$ cat src/rtl/rr_arb_pkg.sv
// rr_arb_pkg: shared constants and FSM state encoding for the round-robin arbiter.
package rr_arb_pkg;
    localparam int N_REQ = 8;
    localparam int IDX_W = 3;
    localparam int CNT_W = 4;
    localparam logic [1:0] S_IDLE  = 2'd0;
    localparam logic [1:0] S_GRANT = 2'd1;
    localparam logic [1:0] S_REL   = 2'd2;
endpackage

$ cat src/rtl/decoder_3x8.sv
// decoder_3x8: enabled 3-to-8 one-hot decoder.
module decoder_3x8 (
    input  logic [2:0] i_a,
    input  logic       i_en,
    output logic [7:0] o_y
);
    assign o_y = i_en ? 8'b1 << i_a : 8'b0;
endmodule

$ cat src/rtl/rr_pick_next.sv
// rr_pick_next: rotating-priority picker, first set request after i_last_idx wins.
module rr_pick_next
    import rr_arb_pkg::*;
(
    input  logic [N_REQ-1:0] i_req,
    input  logic [IDX_W-1:0] i_last_idx,
    output logic [IDX_W-1:0] o_next_idx,
    output logic             o_any_req
);
    logic [IDX_W-1:0] w_cand;
    assign o_any_req = |i_req;
    // Scan farthest offset first so the nearest set bit overwrites; offset 8 wraps to last_idx itself.
    always_comb begin
        o_next_idx = i_last_idx;
        w_cand     = i_last_idx;
        for (int k = N_REQ; k >= 1; k--) begin
            w_cand = i_last_idx + IDX_W'(k);
            if (i_req[w_cand]) o_next_idx = w_cand;
        end
    end
endmodule

$ cat src/rtl/rr_decoder_arbiter.sv
// rr_decoder_arbiter: 8-way round-robin arbiter with hold timeout; one-hot grant
// is decoded from the registered owner index.
module rr_decoder_arbiter
    import rr_arb_pkg::*;
#(
    parameter int MAX_HOLD = 12
) (
    input  logic             clk,
    input  logic             rst_n,
    input  logic [N_REQ-1:0] req,
    input  logic             done,
    output logic [N_REQ-1:0] gnt,
    output logic [IDX_W-1:0] gnt_idx,
    output logic             gnt_valid,
    output logic             timeout,
    output logic             busy
);
    logic [1:0]       r_state;
    logic [IDX_W-1:0] r_idx;
    logic [IDX_W-1:0] r_last;
    logic [CNT_W-1:0] r_cnt;
    logic             r_timeout;
    logic [IDX_W-1:0] w_next_idx;
    logic             w_any_req;
    logic             w_hold_end;

    rr_pick_next u_pick (
        .i_req      (req),
        .i_last_idx (r_last),
        .o_next_idx (w_next_idx),
        .o_any_req  (w_any_req)
    );

    decoder_3x8 u_dec (
        .i_a  (r_idx),
        .i_en (gnt_valid),
        .o_y  (gnt)
    );

    assign gnt_valid  = r_state == S_GRANT;
    assign busy       = r_state != S_IDLE;
    assign gnt_idx    = r_idx;
    assign timeout    = r_timeout;
    assign w_hold_end = r_cnt == CNT_W'(MAX_HOLD - 1);

    always_ff @(posedge clk or negedge rst_n) begin
        if (!rst_n) begin
            r_state   <= S_IDLE;
            r_idx     <= '0;
            r_last    <= IDX_W'(N_REQ - 1);
            r_cnt     <= '0;
            r_timeout <= 1'b0;
        end else begin
            r_timeout <= 1'b0;
            case (r_state)
                S_IDLE: if (w_any_req) begin
                    r_idx   <= w_next_idx;
                    r_cnt   <= '0;
                    r_state <= S_GRANT;
                end
                S_GRANT: begin
                    if (r_cnt != '1) r_cnt <= r_cnt + 1'b1;
                    if (done || !req[r_idx] || w_hold_end) r_state <= S_REL;
                    // Timeout only when neither done nor a dropped request released first.
                    r_timeout <= !done && req[r_idx] && w_hold_end;
                end
                S_REL: begin
                    r_last  <= r_idx;
                    r_state <= S_IDLE;
                end
                default: r_state <= S_IDLE;
            endcase
        end
    end
endmodule
$ cat config.mk
export PLATFORM = sky130hd
export DESIGN_NAME = rr_decoder_arbiter
export DESIGN_NICKNAME = d
export VERILOG_FILES = /design/src/rtl/rr_arb_pkg.sv /design/src/rtl/decoder_3x8.sv /design/src/rtl/rr_pick_next.sv /design/src/rtl/rr_decoder_arbiter.sv
export SDC_FILE = /design/constraint.sdc
export NUM_CORES = 1
export LEC_CHECK = 0
export ABC_AREA = 1
export BUFFER_PORTS_ARGS = -buffer_cell sky130_fd_sc_hd__buf_2
export CAP_MARGIN = 5
export CELL_PAD_IN_SITES_DETAIL_PLACEMENT = 2
export CELL_PAD_IN_SITES_GLOBAL_PLACEMENT = 2
export CORE_AREA = 2 2 76 78
export DETAILED_ROUTE_END_ITERATION = 8
export DIE_AREA = 0 0 78 80
export PLACE_DENSITY_LB_ADDON = 0.08
export SLEW_MARGIN = 30
export SYNTH_ARGS = -nofsm -noshare
export SYNTH_HDL_FRONTEND = slang
export SYNTH_SLANG_ARGS = --single-unit
$ cat constraint.sdc
create_clock -name clk -period 2.1 [get_ports clk]
set_input_delay 0.105 -clock clk [delete_from_list [all_inputs] [get_ports clk]]
set_output_delay 0.105 -clock clk [all_outputs]
set_load 0.05 [all_outputs]
* Word-level counts from Yosys, hierarchy flattened *
Index checks and enable logic that the tools add are counted.

storage, ports and cells
  register bits after elaboration = 13
  bits in latches = 0
  RAM bits = 0
  ROM bits = 0
  input port bits = 11
  word-level logic and storage cells = 73
  memories = 0

operators by class
  add/subtract/negate cells = 8
  multiply operators = 0
  divide/modulo/power cells = 0
  $lt $le $gt $ge = 8
  equal/unequal tests = 7
  shifts and indexed selects = 1
  multiplexer cells = 31
  bitwise logic cells = 0
  reductions and logical operators = 13

operators by type and width
  operator             number
  $lt 3x4->1 const B   8
  $bmux 1 s3           8
  $mux 3               7
  $add 3x3->3 const B  4
  $mux 1               9
  $mux 4               2
  $mux 8               1
  $pmux 4 s2           1
  $reduce_or 8->1      1
  $shl 1x3->8 const A  1
  $add 3x2->3 const B  2
  $add 4x1->4 const B  1
  $eq 4x4->1 const B   1
  $mux 2               2
  $ne 2x2->1 const B   2
  $ne 4x4->1 const B   1
  $pmux 2 s2           1
  $reduce_and 2->1     2
  $reduce_bool 2->1    2
  $add 3x1->3 const B  1
  $reduce_and 3->1     1
  $eq 2x1->1 const B   1
  $eq 2x2->1 const B   1
  $logic_and 1x1->1    2
  4 further kinds      6

* Depth between registers and ports, before layout *
Gate-level depths: netlist of the first run.

  word-level depth = 10
  gate-level depth with buffers = 18

* Cells and area by module *
Synthesis of the first run repeated with hierarchy kept, for this count alone.

unflattened totals
  cells, all modules = 230
  area, all modules = 1418.9 um^2

modules (own cells, without submodules)
  module              times used  cells each  area each (um^2)  sequential area each (um^2)
  rr_decoder_arbiter  1           85          703.2             329.1
  rr_pick_next        1           128         651.9             0.0
  decoder_3x8         1           17          63.8              0.0

* Worst setup path before layout of the first run *
OpenSTA, ideal clock, no wires.

  path type = flip-flop to output port
  start = reg r_state[1]
  end = out gnt[0]
  data arrival time = 2.156 ns
  setup slack = -0.161 ns
  stages on the path, launching flop included = 4
  path buffers = 0
  path through = dfrtp_1 > nor2_1 > nand2_1 > nor2_1

between the ends
  word-level cells in the longest chain between the ends = 2

ends and longest elaborated chain
  element                 RTL line                  text
  start, declared         rr_decoder_arbiter.sv:18  logic [1:0] r_state;
  start signal, assigned  rr_decoder_arbiter.sv:48  r_state <= S_IDLE;
  start signal, assigned  rr_decoder_arbiter.sv:59  r_state <= S_GRANT;
  start signal, assigned  rr_decoder_arbiter.sv:63  if (done || !req[r_idx] || w_hold_end) r_state <= S_REL;
  $eq 2x1->1              rr_decoder_arbiter.sv:40  assign gnt_valid = r_state == S_GRANT;
  named net gnt_valid     rr_decoder_arbiter.sv:14  output logic gnt_valid,
  $mux 8                  decoder_3x8.sv:7          assign o_y = i_en ? 8'b1 << i_a : 8'b0;
  end, declared           rr_decoder_arbiter.sv:12  output logic [N_REQ-1:0] gnt,

The timed path passes the listed nets, and every way through them passes these cells.

* Final worst setup path of the first run *
  start = reg r_last[0]
  end = reg r_idx[2], in the netlist gnt_idx[2]

between the ends
  word-level cells in the longest chain between the ends = 10

ends and longest elaborated chain
  element                       RTL line                  text
  start, declared               rr_decoder_arbiter.sv:20  logic [IDX_W-1:0] r_last;
  start signal, assigned        rr_decoder_arbiter.sv:50  r_last <= IDX_W'(N_REQ - 1);
  start signal, assigned        rr_decoder_arbiter.sv:68  r_last <= r_idx;
  $add 3x3->3                   rr_pick_next.sv:17        w_cand = i_last_idx + IDX_W'(k);
  $bmux 1 s3                    rr_pick_next.sv:18        if (i_req[w_cand]) o_next_idx = w_cand;
  $mux 1 (not written as such)  rr_pick_next.sv:18
  $mux 3 (6 in series)          rr_pick_next.sv:18
  $mux 3 *                      rr_pick_next.sv:18
  end signal, assigned          rr_decoder_arbiter.sv:57  r_idx <= w_next_idx;
  end, declared                 rr_decoder_arbiter.sv:19  logic [IDX_W-1:0] r_idx;

Every way passes the cells marked *; elsewhere a longest branch is shown, timed or not. The select of a mux whose other input is x is not followed.
A chain may end at the register's enable or synchronous reset.

==> out/qor.yml, run 1 <==
run_status:
  status: "complete, no violations"
global_routing:
  antenna_found_initial: 0
  grt_pass1_wl_mm: 7.60
  grt_pass1_vias: 1528
  grt-ovfl-total: 0
  grt_max_degree: 14
  grt_usage_pct: 15.5
worst_setup_path:
  startpoint_type: "register"
  setup.worst_path.class: "register to register"
  r2r-end: "gnt_idx[2]"
  crit-reg2reg-launch: "r_last[0]"
  r2r_slack_ns: 0.16
  worst_ep_required_time_ns: 2.23
  critPathArrivalTime_ns: 2.07
  worstPathMaxFanout: 7
  endpoint_kind: "register"
  r2r_cells: 14
sta:
  final.setup.tns_ns: 0
  clock-skew-final_ns: 0.000821
  period_share_pct: 92.6
  post-route-min-period_ns: 1.94
  slew_viol_final: 0
  tightest_slew_ns: 0.425
  max_slew_margin_pct: 71.4
  hold_viol_final: 0
  rsz0062_at_grt: "false"
  setup_viol: 0
  fmax_ghz: 0.514
hold_path:
  hp-start: "done"
  min_to: "timeout"
  hold_depth: 4
  hold_path.class: "input pin to register"
synth:
  syn_area_um2: 1350
  syn-num-nets: 227
  synth.distinct_cells: 26
  synth_area_leaders: "dfrtp_1 (19%), nand2_1 (16%), nand3_1 (11%)"
  avgSynthCellArea_um2: 6.35
  yosys_register_bits: 13
  synth_top_area_share_pct: 18.5
  syn_inst: 213
  yosysWarnings: 0
  ys_seq_area_share_pct: 24.3
  yosysTopAreaCell: "dfrtp_1"
drt:
  vias_per_cell: 4.64
  drc: 0
  vias: 1471
  wire_per_inst_um: 14.4
  antenna_left: 0
  drt_pass1_iterations: 4
  wirelength_mm: 4.56
  drt_iter0_drc: 72
final_layout:
  final_util_pct: 30.7
  final_common_cell: "nand2_1"
  drive_above_1_share_pct: 30.6
  insertedDiodeCount: 0
  fillCellCount: 683
  fin_nets: 260
  mostFrequentLayoutCells: "nand2_1 (59), nand3_1 (29), inv_1 (27)"
  ff_latch_area_um2: 329
  area_delta_synth_final_pct: 22.8
  multi_input_area_um2: 888
job:
  drv_cap: 0
floorplanning:
  dieArea_um2: 6240
  die_w_um: 78
  start_util_pct: 25.0
  dieHeight_um: 80
  rows: 27
  core_area_um2: 5410
  ioPinCount: 25
place:
  place_congestion: 0.775
  io_buffers: 24
  hpwl_mm: 3.88
cts:
  cts-htree-levels: 1
  clock_sinks: 13
  tritoncts: "built"
  ctsLongestPathBuffers: 2
  path_clk_slew_ns: 0.05
  cts_buffers: 3
  insertion_delay_ns: 0.24
  cts_root_buffer: "clkbuf_8"
state kept, by name, summed over array words and instances (netlist names):
signal,cells
gnt_idx,3
r_cnt,4
r_last,3
r_state,2
timeout,1
stage by stage:
step | instances | hold slack (ns) | instance area, µm² | setup slack, ns
after floorplan | 213 | -0.191 | 1360 | 0.0929
after global placement | 312 | 0.0149 | 1580 | 0.0415
after detailed placement | 312 | 0.0149 | 1580 | 0.0172
after CTS | 317 | 0.200 | 1630 | 0.00376
after global routing | 317 | 0.225 | 1660 | 0.00352
final | 317 | 0.189 | 1660 | 0.156
synth_stat cells:
master / count
a21oi_1: 8
a21oi_2: 1
a31oi_1: 2
buf_6: 3
dfrtp_1: 10
dfstp_2: 3
ha_1: 3
inv_1: 27
inv_2: 7
inv_4: 1
nand2_1: 59
nand2_2: 13
nand2_4: 1
nand3_1: 30
nand3_2: 8
nand4_1: 2
nor2_1: 18
nor2_2: 1
nor2_4: 1
nor3_1: 1
o21ai_0: 4
o22ai_1: 5
o31ai_1: 1
or2_2: 1
xnor2_1: 2
xnor2_4: 1
layout make-up:
type	count	area share [%]
inverters	35	8.06
clock buffers	4	2.71
repair buffers	31	10.5
flip-flops and latches	13	19.8
well taps	72	5.42
multi-input cells	162	53.5
repair_timing:
item | CTS | global route
hold buffers | 1 | 0
gates resized for setup | 0 | 5
setup buffers | 0 | 0
hold endpoints to repair | 10 | 0
setup endpoints to repair | 0 | 3
critical path: stages (launching register included):
cell and delay, ns:
dfstp_2 0.54, inv_2 0.05, ha_4 0.27, inv_2 0.11
nand3_1 0.13, nand3_2 0.12, nand2_1 0.06, nand3_1 0.06
nand3_1 0.07, nand3_1 0.08, nand2_1 0.06, nand2_1 0.05
nand2_1 0.07, nand2_1 0.08, nand2_1 0.05
layer usage:
metal  global-route usage [%]  wire length (µm)  share of wire [%]  vias to the layer above
li1                         -                 -                  -                      745
met1                     19.8              2150                 47                      706
met2                     28.7              2300                 50                       16
met3                     1.02                72                1.6                        4
met4                     2.63                43               0.94                        0
met5                        0                 0                  0                        -
how the worst max path moves through the flow:
stage / from / endpoint / slack [ns] / depth (start not counted)
5_1_grt: r_last[0] / gnt_idx[0] / 0.004 / 14
6_report: r_last[0] / gnt_idx[2] / 0.16 / 14
3_3_place_gp: r_last[0] / gnt_idx[0] / 0.04 / 15
3_5_place_dp: r_last[0] / gnt_idx[0] / 0.02 / 14
4_1_cts: r_last[0] / gnt_idx[0] / 0.004 / 14
2_1_floorplan: r_last[1] / gnt_idx[0] / 0.09 / 16
logic make-up (layout without fill, tap and decap cells):
| group | Yosys count | count (layout) | share of synthesized area, % |
|---|---|---|---|
| AOI/OAI and AO/OA | 21 | 21 | 8.88 |
| xor gates and xnor gates | 3 | 3 | 3.33 |
| adders and majority gates | 3 | 3 | 2.78 |
| buffers and inverters | 38 | 70 | 12.4 |
| DFF | 13 | 13 | 24.3 |
| and+or+nand+nor | 135 | 135 | 48.3 |
Power of run 1 is left out: the tool's default activity adds up to more than one toggle a clock period on the data nets, which glitch-free logic cannot reach.
==> run 2: changes to the inputs <==
Settings changed: CELL_PAD_IN_SITES_DETAIL_PLACEMENT 2 to default, CELL_PAD_IN_SITES_GLOBAL_PLACEMENT 2 to default, CORE_AREA 2 2 76 78 to 2 2 56 58, DIE_AREA 0 0 78 80 to 0 0 58 60, RECOVER_POWER from default to 25.
==> run 2 against run 1 <==
- maximum frequency is 2.0% higher
- non-clock buffer count is 2 lower
- clock skew is 0.0043 ns higher
- sequential cell count stayed put
- via count is 6.6% lower
- clock-buffer cell count stayed put
- cell count is 13% lower
- critical path type unchanged
- critical endpoint is now gnt_idx[0]
- largest cell class unchanged
- highest routed layer unchanged
==> out/qor.yml, run 2 (synthesis gave the netlist of run 1 again) <==
global_routing:
  grt_pass1_wl_mm: 5.81
  grt_max_degree: 14
  grt_pass1_vias: 1387
  grt-ovfl-total: 0
  antenna_found_initial: 0
  grt_usage_pct: 21.6
final_layout:
  mostFrequentLayoutCells: "nand2_1 (59), nand3_1 (30), inv_1 (27)"
  fin_nets: 258
  drive_above_1_share_pct: 29.2
  largest_register_ffs: 4
  top_register: "r_cnt"
  final_common_cell: "nand2_1"
  area_delta_synth_final_pct: 15.8
  insertedDiodeCount: 0
sta:
  period_share_pct: 90.8
  max_slew_margin_pct: 52.2
  final.setup.tns_ns: 0
  rsz0062_at_grt: "false"
  fmax_ghz: 0.525
  post-route-min-period_ns: 1.91
  slew_viol_final: 0
  hold_viol_final: 0
  tightest_slew_ns: 0.717
  setup_viol: 0
  clock-skew-final_ns: 0.00515
drt:
  wire_per_inst_um: 11.8
  wl_met1_mm: 1.57
  dr.max_layer_used: "met4"
  drt_iter0_drc: 58
  vias_per_cell: 4.98
  antenna_left: 0
  dr_wl_met3_um: 89
  drc: 0
  routed-wl-met2_mm: 1.57
  vias: 1374
  wirelength_mm: 3.26
  drt_pass1_iterations: 4
cts:
  insertion_delay_ns: 0.28
  cts-htree-levels: 1
  ctsLongestPathBuffers: 2
  clock_sinks: 13
  tritoncts: "built"
  cts_buffers: 3
  cts_setup_buffers: 0
  cts_root_buffer: "clkbuf_4"
  path_clk_slew_ns: 0.08
floorplanning:
  die_w_um: 58
  dieHeight_um: 60
  core_area_um2: 2900
  start_util_pct: 46.6
  dieArea_um2: 3480
  rows: 20
  ioPinCount: 25
worst_setup_path:
  worstPathMaxFanout: 11
  worst_ep_required_time_ns: 2.28
  critPathArrivalTime_ns: 2.08
  r2r_slack_ns: 0.19
  crit-reg2reg-launch: "r_last[0]"
  r2r-end: "gnt_idx[0]"
  setup.worst_path.class: "register to register"
  endpoint_kind: "register"
  r2r_cells: 14
  startpoint_type: "register"
job:
  drv_cap: 0
place:
  hpwl_mm: 2.73
  io_buffers: 24
  place_congestion: 0.861
hold_path:
  hp-start: "done"
  hold_depth: 4
  min_to: "timeout"
  hold_path.class: "input pin to register"
run_status:
  status: "complete, no violations"
[run 2: changes by cell type in the layout (fill, tap and decap cells not counted), sizes merged]
cell and change:
buf -3, clkbuf +1
[run 2: area by class of cell]
| class | count | area, µm² |
|---|---|---|
| Timing Repair Buffer | 29 | 163 |
| Multi-Input combinational cell | 162 | 873 |
| Clock buffer | 4 | 26.3 |
| Sequential cell | 13 | 329 |
| Inverter | 35 | 134 |
| Tap cell | 33 | 41.3 |
| Fill cell | 296 | 1340 |
[run 2: what timing repair did]
action / in CTS / in global routing
hold buffers: 1 / 0
gates resized for setup: 0 / 4
hold endpoints to repair: 13 / 0
setup endpoints to repair: 0 / 3
[run 2: how the worst max path moves through the flow]
stage                   start    endpoint  depth (start not counted)
finish              r_last[0]  gnt_idx[0]                         14
global route        r_last[0]  gnt_idx[1]                         13
CTS                 r_last[0]  gnt_idx[0]                         14
detailed placement  r_last[0]  gnt_idx[0]                         14
global placement    r_last[0]  gnt_idx[0]                         15
floorplan           r_last[1]  gnt_idx[0]                         16
[run 2: critical path, stage by stage (launching register included)]
cell and delay [ns]:
dfstp_2 0.54, buf_4 0.19, ha_2 0.24, xnor2_4 0.14
nand3_1 0.13, nand2_2 0.11, inv_1 0.04, nand2_1 0.05
nand2_1 0.04, nand2_1 0.05, nand2_1 0.06, nand2_1 0.06
nand2_1 0.04, nand3_1 0.06, nand2_1 0.05
[run 2: through the flow]
| stage | cell area [µm²] | instances | worst slack (ns) | hold slack, ns | utilization, % |
|---|---|---|---|---|---|
| after floorplan | 1360 | 213 | 0.0929 | -0.191 | - |
| after global placement | 1510 | 271 | 0.132 | 0.0110 | 52.1 |
| after detailed placement | 1510 | 271 | 0.104 | 0.00633 | 52.1 |
| after CTS | 1550 | 276 | 0.0900 | 0.145 | 53.4 |
| after global routing | 1570 | 276 | 0.0242 | 0.143 | 54.0 |
| final | 1570 | 276 | 0.194 | 0.154 | 54.0 |
[run 2: routing by layer]
| metal | vias to the layer above | GRT usage, % |
|---|---|---|
| met4 | 0 | 7.64 |
| met5 | - | 0 |
| li1 | 741 | - |
| met3 | 5 | 2.81 |
| met2 | 25 | 39.3 |
| met1 | 603 | 26.1 |
Power of run 2 is left out for the same reason.
